==> src/rtl/jtcontra_gfx_pkg.sv <==
// Shared types and constants for the 007121-style tilemap line renderer.
package jtcontra_gfx_pkg;

    localparam int PXL_W    = 4;
    localparam int PAL_W    = 4;
    localparam int WORD_PXL = 4;

    typedef enum logic [2:0] {
        ST_IDLE,
        ST_INIT,
        ST_SCAN,
        ST_TILE,
        ST_ROMREQ,
        ST_ROMWAIT,
        ST_DUMP,
        ST_NEXT
    } state_t;

    // Pixel idx of a ROM word in screen order; flipped tiles read LSB nibble first.
    function automatic logic [PXL_W-1:0] pick_pxl(
        input logic [PXL_W*WORD_PXL-1:0] wd,
        input logic [1:0]                idx,
        input logic                      flip
    );
        logic [1:0] pos;
        pos = flip ? idx : 2'd3 - idx;
        return wd[pos*PXL_W +: PXL_W];
    endfunction

endpackage

==> src/rtl/jtcontra_gfx_bank_sel.sv <==
// Tile attribute decode: ROM bank bits, palette and horizontal flip.
module jtcontra_gfx_bank_sel
    import jtcontra_gfx_pkg::*;
(
    input  logic [7:0]       attr_i,
    input  logic             hflip_en_i,
    input  logic             pal_msb_i,
    input  logic [3:0]       bank_mask_i,
    input  logic [3:0]       bank_bits_i,
    output logic [4:0]       bank_o,
    output logic [PAL_W-1:0] pal_o,
    output logic             flip_o
);

    always_comb begin
        bank_o[0] = attr_i[7];
        for (int i = 0; i < 4; i++)
            bank_o[i+1] = bank_mask_i[i] ? bank_bits_i[i] : attr_i[3+i];
        // attr[6] doubles as the flip bit, so it cannot also select a bank
        if (hflip_en_i)
            bank_o[4] = 1'b0;
        pal_o  = {pal_msb_i & attr_i[3], attr_i[2:0]};
        flip_o = hflip_en_i & attr_i[6];
    end

endmodule

==> src/rtl/jtcontra_gfx_tmap_render.sv <==
// Multi-layer tilemap line renderer: tile RAM scan, SDRAM tile fetch, line buffer writes.
module jtcontra_gfx_tmap_render
    import jtcontra_gfx_pkg::*;
#(
    parameter int LAYERS  = 2,
    parameter int HEND    = 320,
    parameter int VOFFSET = 8,
    parameter int ROMW    = 18
) (
    input  logic                  clk,
    input  logic                  rst,
    input  logic                  LHBL,
    input  logic                  LVBL,
    input  logic [8:0]            vrender,
    input  logic [9*LAYERS-1:0]   hscroll,
    input  logic [8*LAYERS-1:0]   vscroll,
    input  logic [9*LAYERS-1:0]   dump_start,
    input  logic [LAYERS-1:0]     layer_en,
    input  logic                  hflip_en,
    input  logic                  pal_msb,
    input  logic [3:0]            bank_mask,
    input  logic [3:0]            bank_bits,
    output logic [10:0]           scan_addr,
    input  logic [7:0]            attr_scan,
    input  logic [7:0]            code_scan,
    output logic                  rom_cs,
    output logic [ROMW-1:0]       rom_addr,
    input  logic                  rom_ok,
    input  logic [15:0]           rom_data,
    output logic                  line,
    output logic [1:0]            lyr,
    output logic                  done,
    output logic [LAYERS-1:0]     line_we,
    output logic [9:0]            line_addr,
    output logic [7:0]            line_din
);

    localparam int CW = $clog2(HEND + 8) + 1;

    state_t             st_q;
    logic               lhbl_q, line_q, done_q, rom_cs_q, flip_q;
    logic [1:0]         lyr_q, dcnt_q;
    logic [LAYERS-1:0]  line_we_q;
    logic [9:0]         line_addr_q;
    logic [7:0]         line_din_q;
    logic [8:0]         vn_q, hn_q, hrender_q;
    logic [CW-1:0]      pxl_cnt_q;
    logic [12:0]        code_q;
    logic [PAL_W-1:0]   pal_q;
    logic [15:0]        data_q;

    logic [8:0]         hscr_l, dst_l, vn_d, hn_init, hr_init, hn_d;
    logic [7:0]         vscr_l;
    logic [4:0]         bank;
    logic [PAL_W-1:0]   pal;
    logic               flip, start, first_any, nxt_any;
    logic [1:0]         first_l, nxt_l;

    assign hscr_l  = hscroll[9*lyr_q +: 9];
    assign vscr_l  = vscroll[8*lyr_q +: 8];
    assign dst_l   = dump_start[9*lyr_q +: 9];
    assign vn_d    = vrender + {1'b0, vscr_l} + 9'(VOFFSET);
    assign hn_init = hscr_l & 9'h1FC;
    assign hr_init = dst_l - {7'd0, hscr_l[1:0]};
    assign hn_d    = hn_q + 9'd4;
    assign start   = LHBL & ~lhbl_q & LVBL;

    always_comb begin
        first_any = 1'b0;
        first_l   = 2'd0;
        nxt_any   = 1'b0;
        nxt_l     = 2'd0;
        for (int l = LAYERS - 1; l >= 0; l--) begin
            if (layer_en[l]) begin
                first_any = 1'b1;
                first_l   = 2'(l);
                if (l > int'(lyr_q)) begin
                    nxt_any = 1'b1;
                    nxt_l   = 2'(l);
                end
            end
        end
    end

    jtcontra_gfx_bank_sel u_bank_sel (
        .attr_i      (attr_scan),
        .hflip_en_i  (hflip_en),
        .pal_msb_i   (pal_msb),
        .bank_mask_i (bank_mask),
        .bank_bits_i (bank_bits),
        .bank_o      (bank),
        .pal_o       (pal),
        .flip_o      (flip)
    );

    always_ff @(posedge clk or posedge rst) begin
        if (rst) begin
            st_q        <= ST_IDLE;
            lhbl_q      <= 1'b1;
            line_q      <= 1'b0;
            done_q      <= 1'b1;
            rom_cs_q    <= 1'b0;
            flip_q      <= 1'b0;
            lyr_q       <= 2'd0;
            dcnt_q      <= 2'd0;
            line_we_q   <= '0;
            line_addr_q <= '0;
            line_din_q  <= '0;
            vn_q        <= '0;
            hn_q        <= '0;
            hrender_q   <= '0;
            pxl_cnt_q   <= '0;
            code_q      <= '0;
            pal_q       <= '0;
            data_q      <= '0;
        end else begin
            lhbl_q <= LHBL;
            if (start) begin
                // a new line always wins, even over an outstanding ROM request
                line_q    <= ~line_q;
                rom_cs_q  <= 1'b0;
                line_we_q <= '0;
                lyr_q     <= first_l;
                done_q    <= ~first_any;
                st_q      <= first_any ? ST_INIT : ST_IDLE;
            end else begin
                case (st_q)
                    ST_INIT: begin
                        vn_q      <= vn_d;
                        hn_q      <= hn_init;
                        hrender_q <= hr_init;
                        pxl_cnt_q <= '0;
                        st_q      <= ST_SCAN;
                    end
                    ST_SCAN: st_q <= ST_TILE;
                    ST_TILE: begin
                        code_q <= {bank, code_scan};
                        pal_q  <= pal;
                        flip_q <= flip;
                        st_q   <= ST_ROMREQ;
                    end
                    ST_ROMREQ: begin
                        rom_cs_q <= 1'b1;
                        st_q     <= ST_ROMWAIT;
                    end
                    ST_ROMWAIT: if (rom_ok) begin
                        data_q   <= rom_data;
                        rom_cs_q <= 1'b0;
                        dcnt_q   <= 2'd0;
                        st_q     <= ST_DUMP;
                    end
                    ST_DUMP: begin
                        line_we_q   <= LAYERS'(1) << lyr_q;
                        line_addr_q <= {line_q, hrender_q};
                        line_din_q  <= {pal_q, pick_pxl(data_q, dcnt_q, flip_q)};
                        hrender_q   <= hrender_q + 9'd1;
                        pxl_cnt_q   <= pxl_cnt_q + CW'(1);
                        dcnt_q      <= dcnt_q + 2'd1;
                        if (dcnt_q == 2'd3)
                            st_q <= ST_NEXT;
                    end
                    ST_NEXT: begin
                        line_we_q <= '0;
                        hn_q      <= hn_d;
                        if (pxl_cnt_q < CW'(HEND + 4)) begin
                            // the second half of an 8-pixel tile reuses the latched code
                            st_q <= hn_d[2] ? ST_ROMREQ : ST_SCAN;
                        end else if (nxt_any) begin
                            lyr_q <= nxt_l;
                            st_q  <= ST_INIT;
                        end else begin
                            done_q <= 1'b1;
                            st_q   <= ST_IDLE;
                        end
                    end
                    default: ;
                endcase
            end
        end
    end

    assign scan_addr = {lyr_q[0], vn_q[7:3], hn_q[7:3]};
    assign rom_addr  = ROMW'({code_q, vn_q[2:0], hn_q[2] ^ flip_q});
    assign rom_cs    = rom_cs_q;
    assign line      = line_q;
    assign lyr       = lyr_q;
    assign done      = done_q;
    assign line_we   = line_we_q;
    assign line_addr = line_addr_q;
    assign line_din  = line_din_q;

    logic unused_bits;
    assign unused_bits = &{1'b0, vn_q[8], hn_q[8]};

endmodule

==> config.mk <==
export PLATFORM = sky130hd
export DESIGN_NAME = jtcontra_gfx_tmap_render
export DESIGN_NICKNAME = d
export VERILOG_FILES = /design/src/rtl/jtcontra_gfx_pkg.sv /design/src/rtl/jtcontra_gfx_bank_sel.sv /design/src/rtl/jtcontra_gfx_tmap_render.sv
export SDC_FILE = /design/constraint.sdc
export NUM_CORES = 1
export LEC_CHECK = 0
export CORE_AREA = 2 2 109 111
export CTS_CLUSTER_DIAMETER = 80
export DETAILED_ROUTE_END_ITERATION = 8
export DIE_AREA = 0 0 111 113
export HOLD_SLACK_MARGIN = 0.02
export PLACE_DENSITY = 0.84
export SLEW_MARGIN = 30
export SYNTH_ARGS = -nofsm -noshare
export SYNTH_HDL_FRONTEND = slang
export SYNTH_SLANG_ARGS = --single-unit
==> constraint.sdc <==
create_clock -name clk -period 3.5 [get_ports clk]
set_clock_uncertainty 0.15 [all_clocks]
set_input_delay 0.525 -clock clk [delete_from_list [all_inputs] [get_ports clk]]
set_output_delay 0.525 -clock clk [all_outputs]
set_load 0.05 [all_outputs]
==> metrics, run 1 <==
Starting Density=0.465; maximum cell stage delay along the critical path=0.48 ns; Yosys warning total=0; area after detailed placement=6910 sq um; total negative slack for setup checks=0 ns; leakage power=3.17 nW; first-pass GRT wire length=21,500 um; adder-cell area share of the yosys netlist=0.0530; TritonCTS Buffers=9; core area=11,300 sq um; maximum ir drop on the vdd rail=0.000664 V; combined flip-flop and latch cell area=2430 sq um; level count of the clock H-tree=3; endpoint arrival time on the critical path=2.93 ns; unrepaired setup endpoints after global routing=false; fraction of layout instances using a drive strength above 1=0.111; post-synthesis mux area share=0.139; number of cells traversed by the worst hold path=2; area of the die=12,500 sq um; combinational family with the most area after synthesis=simple AND/OR/NAND/NOR gates; DRT Pass-1 Iters=4; Critical-path top delay cell=sky130_fd_sc_hd__dfrtp_1; Worst-Skew Late Latency=0.34 ns; Synth Area in Compound Gates=0.0969; area share of and/or/nand/nor cells after synthesis=0.159; number of antenna violations at the first check in global routing=0; number of nets still failing antenna checks after routing=0; leading register cell type out of synthesis=sky130_fd_sc_hd__dfrtp_1; most prevalent standard cell on the critical path=sky130_fd_sc_hd__ha_1; max-slew headroom at the worst pin=0.471; max-cap violation count=0; cell types occupying the most area after synthesis=sky130_fd_sc_hd__dfrtp_1 45%, sky130_fd_sc_hd__mux2_2 7.7%, sky130_fd_sc_hd__nand2_1 6.4%; Top Family by Delay on Critical Path=adder cells; worst reg2reg path depth=12; Buf+Inv Stages, Crit Path=2; count of cell instances traversed by the critical path=12; mean cell area of the mapped netlist=10.1 sq um; Setup Buffers After CTS=0; startpoint types=flop; Worst Hold Margin=0.318 ns; vias in the first global route=4,494; TritonCTS clock tree=yes; cell accounting for the most synthesized area=sky130_fd_sc_hd__dfrtp_1; sequential-to-total area share from yosys stat=0.463; Final Setup Violations=0; fraction of registers with async set or reset after synthesis=1.00; total of flip-flops plus latches after synthesis=97; Diodes inserted=0; fill cell total of the finished layout=885; drt via density=5.30; NumNets Final=799; DRC violation total after the first TritonRoute iteration=161; maximum clock frequency=0.349 GHz; Cell Area, Synth=5240 sq um; number of enable-type register cells in the synthesized netlist=0; power density relative to cell area=880 nW/um^2; footprint of the multi-input gates=2600 sq um; Final Slew Violations=0; top cell type's share of synthesized area=0.453; final weighted congestion in routability-driven placement=0.823; Die Wd=111 um; Post-Layout Inst Area=7260 sq um; Root Driver=sky130_fd_sc_hd__clkbuf_16; Total Routed Length=12,700 um; Max FO, Critical Path=14; HPWL reported at the end of detailed placement=9740 um; Area Growth Syn to Fin=38.5%; final global-route overflow total=0; number of cell rows=39; synthesized instance count=521; worst hold path type=reg2reg; Final Core Density=0.644; vias after detailed routing=4,327; Critical Path, Cell by Cell=buf_4 -> mux2_2 -> ha_1 -> ha_1 -> inv_1 -> fa_1 -> nor2b_1 -> nor3_1 -> o21bai_1 -> a21oi_1 -> xnor2_1 -> o21ai_0; clock period minus final worst setup slack=2.86 ns; Worst Path Class, Setup=reg2reg; Chip Height=113 um; remaining design rule violation count=0; worst reg-to-reg setup slack=0.64 ns; average routed wire per standard cell=15.6 um; io pins=164; largest net degree at the start of global routing=50; overall routing resource usage=0.210; total of buffers placed on input and output ports=158; Slew @ Worst Pin=0.790 ns; Yosys cell types=53; Gates resized, CTS repair=0; Data required, critical path=3.57 ns; hold-fix buffers at CTS=0; Max Root-Sink Buffers=2; Setup crit end kind=flop; Tcrit/Tclk final=0.818; result of the run=finished, final reports clean; clock transition at the registers of the reported paths=0.07 ns; clk sinks=97; synthesized-area fraction occupied by xor and xnor cells=0.0451; final hold violation count=0
[cell usage in the layout, fill, tap and decap left out, drive strengths merged, types with 3 or more instances in the layout]
cell type | netlist | routed
nor3 | 12 | 12
nand2 | 91 | 91
clkbuf | 7 | 11
clkdlybuf4s50 | 0 | 158
xnor2 | 13 | 13
nor2b | 3 | 3
mux2i | 22 | 22
nor2 | 31 | 31
ha | 19 | 19
o22ai | 5 | 5
xor2 | 14 | 14
nand4 | 4 | 4
and3 | 6 | 6
o21ai | 35 | 35
mux4 | 4 | 4
buf | 24 | 8
bufinv | 0 | 3
nand3 | 13 | 13
inv | 13 | 13
mux2 | 37 | 37
nand3b | 3 | 3
a22o | 5 | 5
a21oi | 28 | 28
nand2b | 5 | 5
a31oi | 3 | 3
dfrtp | 95 | 95
[report_power, final]
part	total, mW	switching (mW)	internal [mW]
Combinational	3.23	1.95	1.28
Sequential	2.02	0.404	1.62
Clock	1.13	0.416	0.717
[through the flow]
step	total power, mW	cells	worst slack (ns)
detailed placement	5.29	800	0.406
finish	6.39	816	0.635
CTS	6.44	816	0.615
global placement	5.17	800	0.481
global route	6.79	816	0.349
floorplan	4.29	522	0.0661
[cell type report]
cell class / count / share of cell area
inverters: 13 / 0.00707
multi-input cells: 381 / 0.358
clock inverters: 5 / 0.0141
clock buffers: 11 / 0.0334
repair buffers: 166 / 0.228
well taps: 143 / 0.0246
flip-flops and latches: 97 / 0.335
[state kept, by name (all words and copies together), names as in the netlist]
register   count
data_q        16
code_q        13
line_addr     10
pxl_cnt_q     10
hrender_q      9
line_din       8
vn_q           8
hn_q           6
pal_q          4
st_q           3
dcnt_q         2
line_we        2
done           1
flip_q         1
lhbl_q         1
line           1
lyr            1
rom_cs         1
[worst reg2reg max path, stage by stage, from the launching register on]
cell,delay [ns]
sky130_fd_sc_hd__dfrtp_1,0.48
sky130_fd_sc_hd__buf_4,0.28
sky130_fd_sc_hd__mux2_2,0.36
sky130_fd_sc_hd__ha_1,0.18
sky130_fd_sc_hd__ha_1,0.20
sky130_fd_sc_hd__inv_1,0.08
sky130_fd_sc_hd__fa_1,0.20
sky130_fd_sc_hd__nor2b_1,0.06
sky130_fd_sc_hd__nor3_1,0.21
sky130_fd_sc_hd__o21bai_1,0.12
sky130_fd_sc_hd__a21oi_1,0.20
sky130_fd_sc_hd__xnor2_1,0.14
sky130_fd_sc_hd__o21ai_0,0.08
[cell usage after synthesis, types with 2 or more instances]
master	count
sky130_fd_sc_hd__xnor2_1	13
sky130_fd_sc_hd__nand4_1	3
sky130_fd_sc_hd__nor4_1	2
sky130_fd_sc_hd__nor2b_1	3
sky130_fd_sc_hd__buf_4	11
sky130_fd_sc_hd__dfstp_2	2
sky130_fd_sc_hd__nand3_1	13
sky130_fd_sc_hd__nand2b_1	5
sky130_fd_sc_hd__nor3_1	12
sky130_fd_sc_hd__mux2i_1	22
sky130_fd_sc_hd__o21ai_1	3
sky130_fd_sc_hd__nor2_1	31
sky130_fd_sc_hd__o22ai_1	5
sky130_fd_sc_hd__o22a_1	2
sky130_fd_sc_hd__o211ai_1	2
sky130_fd_sc_hd__xor2_1	14
sky130_fd_sc_hd__and2b_1	2
sky130_fd_sc_hd__mux2_2	36
sky130_fd_sc_hd__ha_1	19
sky130_fd_sc_hd__a22o_1	5
sky130_fd_sc_hd__clkbuf_1	7
sky130_fd_sc_hd__buf_2	12
sky130_fd_sc_hd__a31oi_1	3
sky130_fd_sc_hd__dfrtp_1	95
sky130_fd_sc_hd__fa_1	2
sky130_fd_sc_hd__o21bai_1	2
sky130_fd_sc_hd__a21oi_1	27
sky130_fd_sc_hd__nand2_1	90
sky130_fd_sc_hd__inv_1	13
sky130_fd_sc_hd__o21ai_0	32
sky130_fd_sc_hd__mux4_2	4
sky130_fd_sc_hd__and3_1	6
sky130_fd_sc_hd__nand3b_1	2
sky130_fd_sc_hd__a21o_1	2
[kinds of logic (layout without fill, tap and decap cells)]
family,Yosys count,after routing
adder cells (fa/ha/maj),21,21
other,1,2
buffers and inverters,44,195
flip-flops,97,97
AND/OR/NAND/NOR,180,180
AO/OA/AOI/OAI,88,88
multiplexers,63,63
XOR/XNOR,27,27
[path summary, 6_finish.rpt]
path                                from          end
worst max-delay path              lyr[0]      vn_q[7]
worst min-delay path            pal_q[1]  line_din[5]
worst max register to register    lyr[0]      vn_q[7]
worst min register to register  pal_q[1]  line_din[5]
max in group asynchronous            rst         done
min in group asynchronous            rst      st_q[0]
[routing by layer]
layer  wire length [um]  vias up  global-route usage
li1                   -     2088                   -
met1               5430     2081               0.263
met2               6220      147               0.357
met3                958       11              0.0621
met4                132        0              0.0617
met5                  0        -                   0
Note: power is estimated with default switching activity, not from simulation.
==> run 2, diff against run 1 <==
Settings changed: CORE_AREA 2 2 109 111 to 2 2 114 116, DIE_AREA 0 0 111 113 to 0 0 116 118, PLACE_DENSITY 0.84 to 0.8.
Clock period 3.5 ns to 2.62 ns, I/O delays scaled along.
==> run 2 against run 1 <==
Against the previous run:
- the run now ends with setup timing left
- power up 36%
- first-iteration DRC count up 20%
- non-clock buffer count is 22 higher
- critical path depth unchanged
- die area rose by 9.1%
- combinational power up 43%
- via count up 2.2%
- utilization down 3.3 points
- sequential cell count unchanged
==> metrics, run 2 (same netlist as run 1, synthesis figures left out) <==
Starting Density=0.422 (was 0.465); violations in the final reports=setup timing; number of cells traversed by the worst hold path=2 (unchanged); Final Core Density=0.611 (was 0.644); Switch Pwr=3.80 mW (was 2.77 mW); internal power of the cells=4.87 mW (was 3.62 mW); max-slew headroom at the worst pin=0.509 (was 0.471); number of nets still failing antenna checks after routing=0 (unchanged); worst reg-to-reg setup slack=-0.04 ns (was 0.64 ns); switching portion of total power=0.439 (was 0.434); worst reg2reg path depth=12 (unchanged); Final Setup Violations=2 (was 0); unrepaired setup endpoints after global routing=true (was false); leading cell types in the layout, fill and taps excluded=156 x sky130_fd_sc_hd__clkdlybuf4s50_1, 94 x sky130_fd_sc_hd__dfrtp_1, 90 x sky130_fd_sc_hd__nand2_1 (was 158 x sky130_fd_sc_hd__clkdlybuf4s50_1, 95 x sky130_fd_sc_hd__dfrtp_1, 90 x sky130_fd_sc_hd__nand2_1); total negative slack for setup checks=-0.0686 ns (was 0 ns); average routed wire per standard cell=15.7 um (was 15.6 um); final weighted congestion in routability-driven placement=0.829 (was 0.823); max-cap violation count=0 (unchanged); area of the die=13,700 sq um (was 12,500 sq um); vias in the first global route=4,557 (was 4,494); NumNets Final=821 (was 799); Total Routed Length=13,600 um (was 12,700 um); Root Driver=sky130_fd_sc_hd__clkbuf_16 (unchanged); least setup slack across all paths after layout=-0.0383 ns (was 0.635 ns); Final Slew Violations=0 (unchanged); number of placed cells counting well taps=845 (was 800); Worst Hold Margin=0.324 ns (was 0.318 ns); overall routing resource usage=0.204 (was 0.210); vias after detailed routing=4,424 (was 4,327); startpoint types=flop (unchanged); Slew @ Worst Pin=0.734 ns (was 0.790 ns); leakage power=3.29 nW (was 3.17 nW); remaining design rule violation count=0 (unchanged); Post-Layout Inst Area=7590 sq um (was 7260 sq um); clock transition at the registers of the reported paths=0.07 ns (about the same); reg-to-reg critical path startpoint=lyr[0] (unchanged); core area=12,400 sq um (was 11,300 sq um); drt via density=5.11 (was 5.30); post-route insts no fill=866 (was 816); most common cell after layout, fill and taps aside=sky130_fd_sc_hd__clkdlybuf4s50_1 (unchanged); proportion of power drawn by the clock network=0.163 (was 0.177); clock period minus final worst setup slack=2.66 ns (was 2.86 ns); Setup crit end kind=flop (unchanged); Worst Path Class, Setup=reg2reg (unchanged); final global-route overflow total=0 (unchanged); DRT Pass-1 Iters=4 (unchanged); io pins=164 (unchanged); launch instance of the worst min-delay path=pal_q[2] (was pal_q[1]); Worst-Skew Late Latency=0.34 ns (about the same); worst slack at placement=-0.334 ns (was 0.406 ns); Max Root-Sink Buffers=2 (unchanged); fraction of layout instances using a drive strength above 1=0.169 (was 0.111); worst-case hold path end point=line_din[6] (was line_din[5]); Chip Height=118 um (was 113 um); DRC violation total after the first TritonRoute iteration=194 (was 161); clk sinks=97 (unchanged); endpoint arrival time on the critical path=2.73 ns (was 2.93 ns); register with the highest flop count=data_q (unchanged); TritonCTS Buffers=9 (unchanged); Worst R2R End=vn_q[7] (unchanged); total of buffers placed on input and output ports=158 (unchanged); largest registers in the final layout=data_q: 16 flops, code_q: 13 flops (unchanged); first-pass GRT wire length=22,400 um (was 21,500 um); fill cell total of the finished layout=1,033 (was 885); result of the run=finished with violations (was finished, final reports clean); Max FO, Critical Path=7 (was 14); flip-flop count of the largest register, all copies and words added=16 (unchanged); maximum ir drop on the vdd rail=0.00103 V (was 0.000664 V); maximum clock frequency=0.376 GHz (was 0.349 GHz); Die Wd=116 um (was 111 um); Area Growth Syn to Fin=44.7% (was 38.5%); area after detailed placement=7140 sq um (was 6910 sq um); number of antenna violations at the first check in global routing=0 (unchanged); level count of the clock H-tree=3 (unchanged); combinational fraction of design power=0.532 (was 0.506); share of total power in sequential cells=0.305 (was 0.316); largest net degree at the start of global routing=98 (was 50); HPWL reported at the end of detailed placement=10,300 um (was 9740 um); worst hold path type=reg2reg (unchanged); Data required, critical path=2.69 ns (was 3.57 ns); Diodes inserted=0 (unchanged); Power Total=8.67 mW (was 6.39 mW); Tcrit/Tclk final=1.01 (was 0.818); number of cell rows=41 (was 39); power density relative to cell area=1140 nW/um^2 (was 880 nW/um^2); TritonCTS clock tree=yes (unchanged); final hold violation count=0 (unchanged)
-- run 2: changes by cell type in the layout (fill, tap and decap cells not counted), sizes merged --
cell	previous run	this run
buf	8	32
bufinv	3	2
clkdlybuf4s50	158	156
clkinvlp	1	3
clkbuf	11	9
-- run 2: area by class of cell --
type,count,area [sq um],area share
clock buffer,9,225,0.0297
tap,172,215,0.0284
multi-input combinational,381,2730,0.359
clock inverter,6,92.6,0.0122
inverter,13,52.6,0.00692
timing repair buffer,188,1850,0.243
sequential,97,2430,0.320
-- run 2: timing repair --
action                                 4_1_cts  5_1_grt
hold buffers                                 0        0
buffers inserted                             2        4
gates resized for setup                      6       12
pin swaps                                    5       16
endpoints found under the hold margin        0        0
setup endpoints to repair                    3        5
-- run 2: routing by layer --
| layer | routed length, um | global-route usage |
|---|---|---|
| met5 | 0 | 0 |
| met4 | 130 | 0.0632 |
| met3 | 1160 | 0.0644 |
| met2 | 6780 | 0.338 |
| met1 | 5560 | 0.254 |
-- run 2: power groups by stage --
stage | clock network (mW) | logic (mW) | registers (mW)
detailed placement | 0 | 4.55 | 2.67
CTS | 1.44 | 4.60 | 2.65
global route | 1.51 | 4.98 | 2.74
global placement | 0 | 4.44 | 2.63
finish | 1.42 | 4.61 | 2.64
floorplan | 0 | 2.15 | 3.62
-- run 2: worst max-delay path by stage --
| stage | startpoint | to | cells past startpoint |
|---|---|---|---|
| 2_1_floorplan | lyr[0] | vn_q[7] | 14 |
| 3_3_place_gp | vscroll[1] | vn_q[7] | 12 |
| 3_5_place_dp | vscroll[1] | vn_q[7] | 12 |
| 4_1_cts | lyr[0] | hrender_q[5] | 11 |
| 5_1_grt | lyr[0] | vn_q[6] | 12 |
| 6_report | lyr[0] | vn_q[7] | 12 |
-- run 2: worst max-delay path: stages (launching register included) --
cell and delay (ns):
sky130_fd_sc_hd__dfrtp_2 0.43, sky130_fd_sc_hd__buf_6 0.14, sky130_fd_sc_hd__buf_12 0.13, sky130_fd_sc_hd__mux2_4 0.31, sky130_fd_sc_hd__ha_4 0.28, sky130_fd_sc_hd__inv_1 0.06
sky130_fd_sc_hd__fa_2 0.40, sky130_fd_sc_hd__nor2b_2 0.14, sky130_fd_sc_hd__nor3_1 0.07, sky130_fd_sc_hd__o21bai_1 0.12, sky130_fd_sc_hd__a21oi_1 0.09, sky130_fd_sc_hd__xnor2_1 0.14
sky130_fd_sc_hd__o21ai_1 0.08
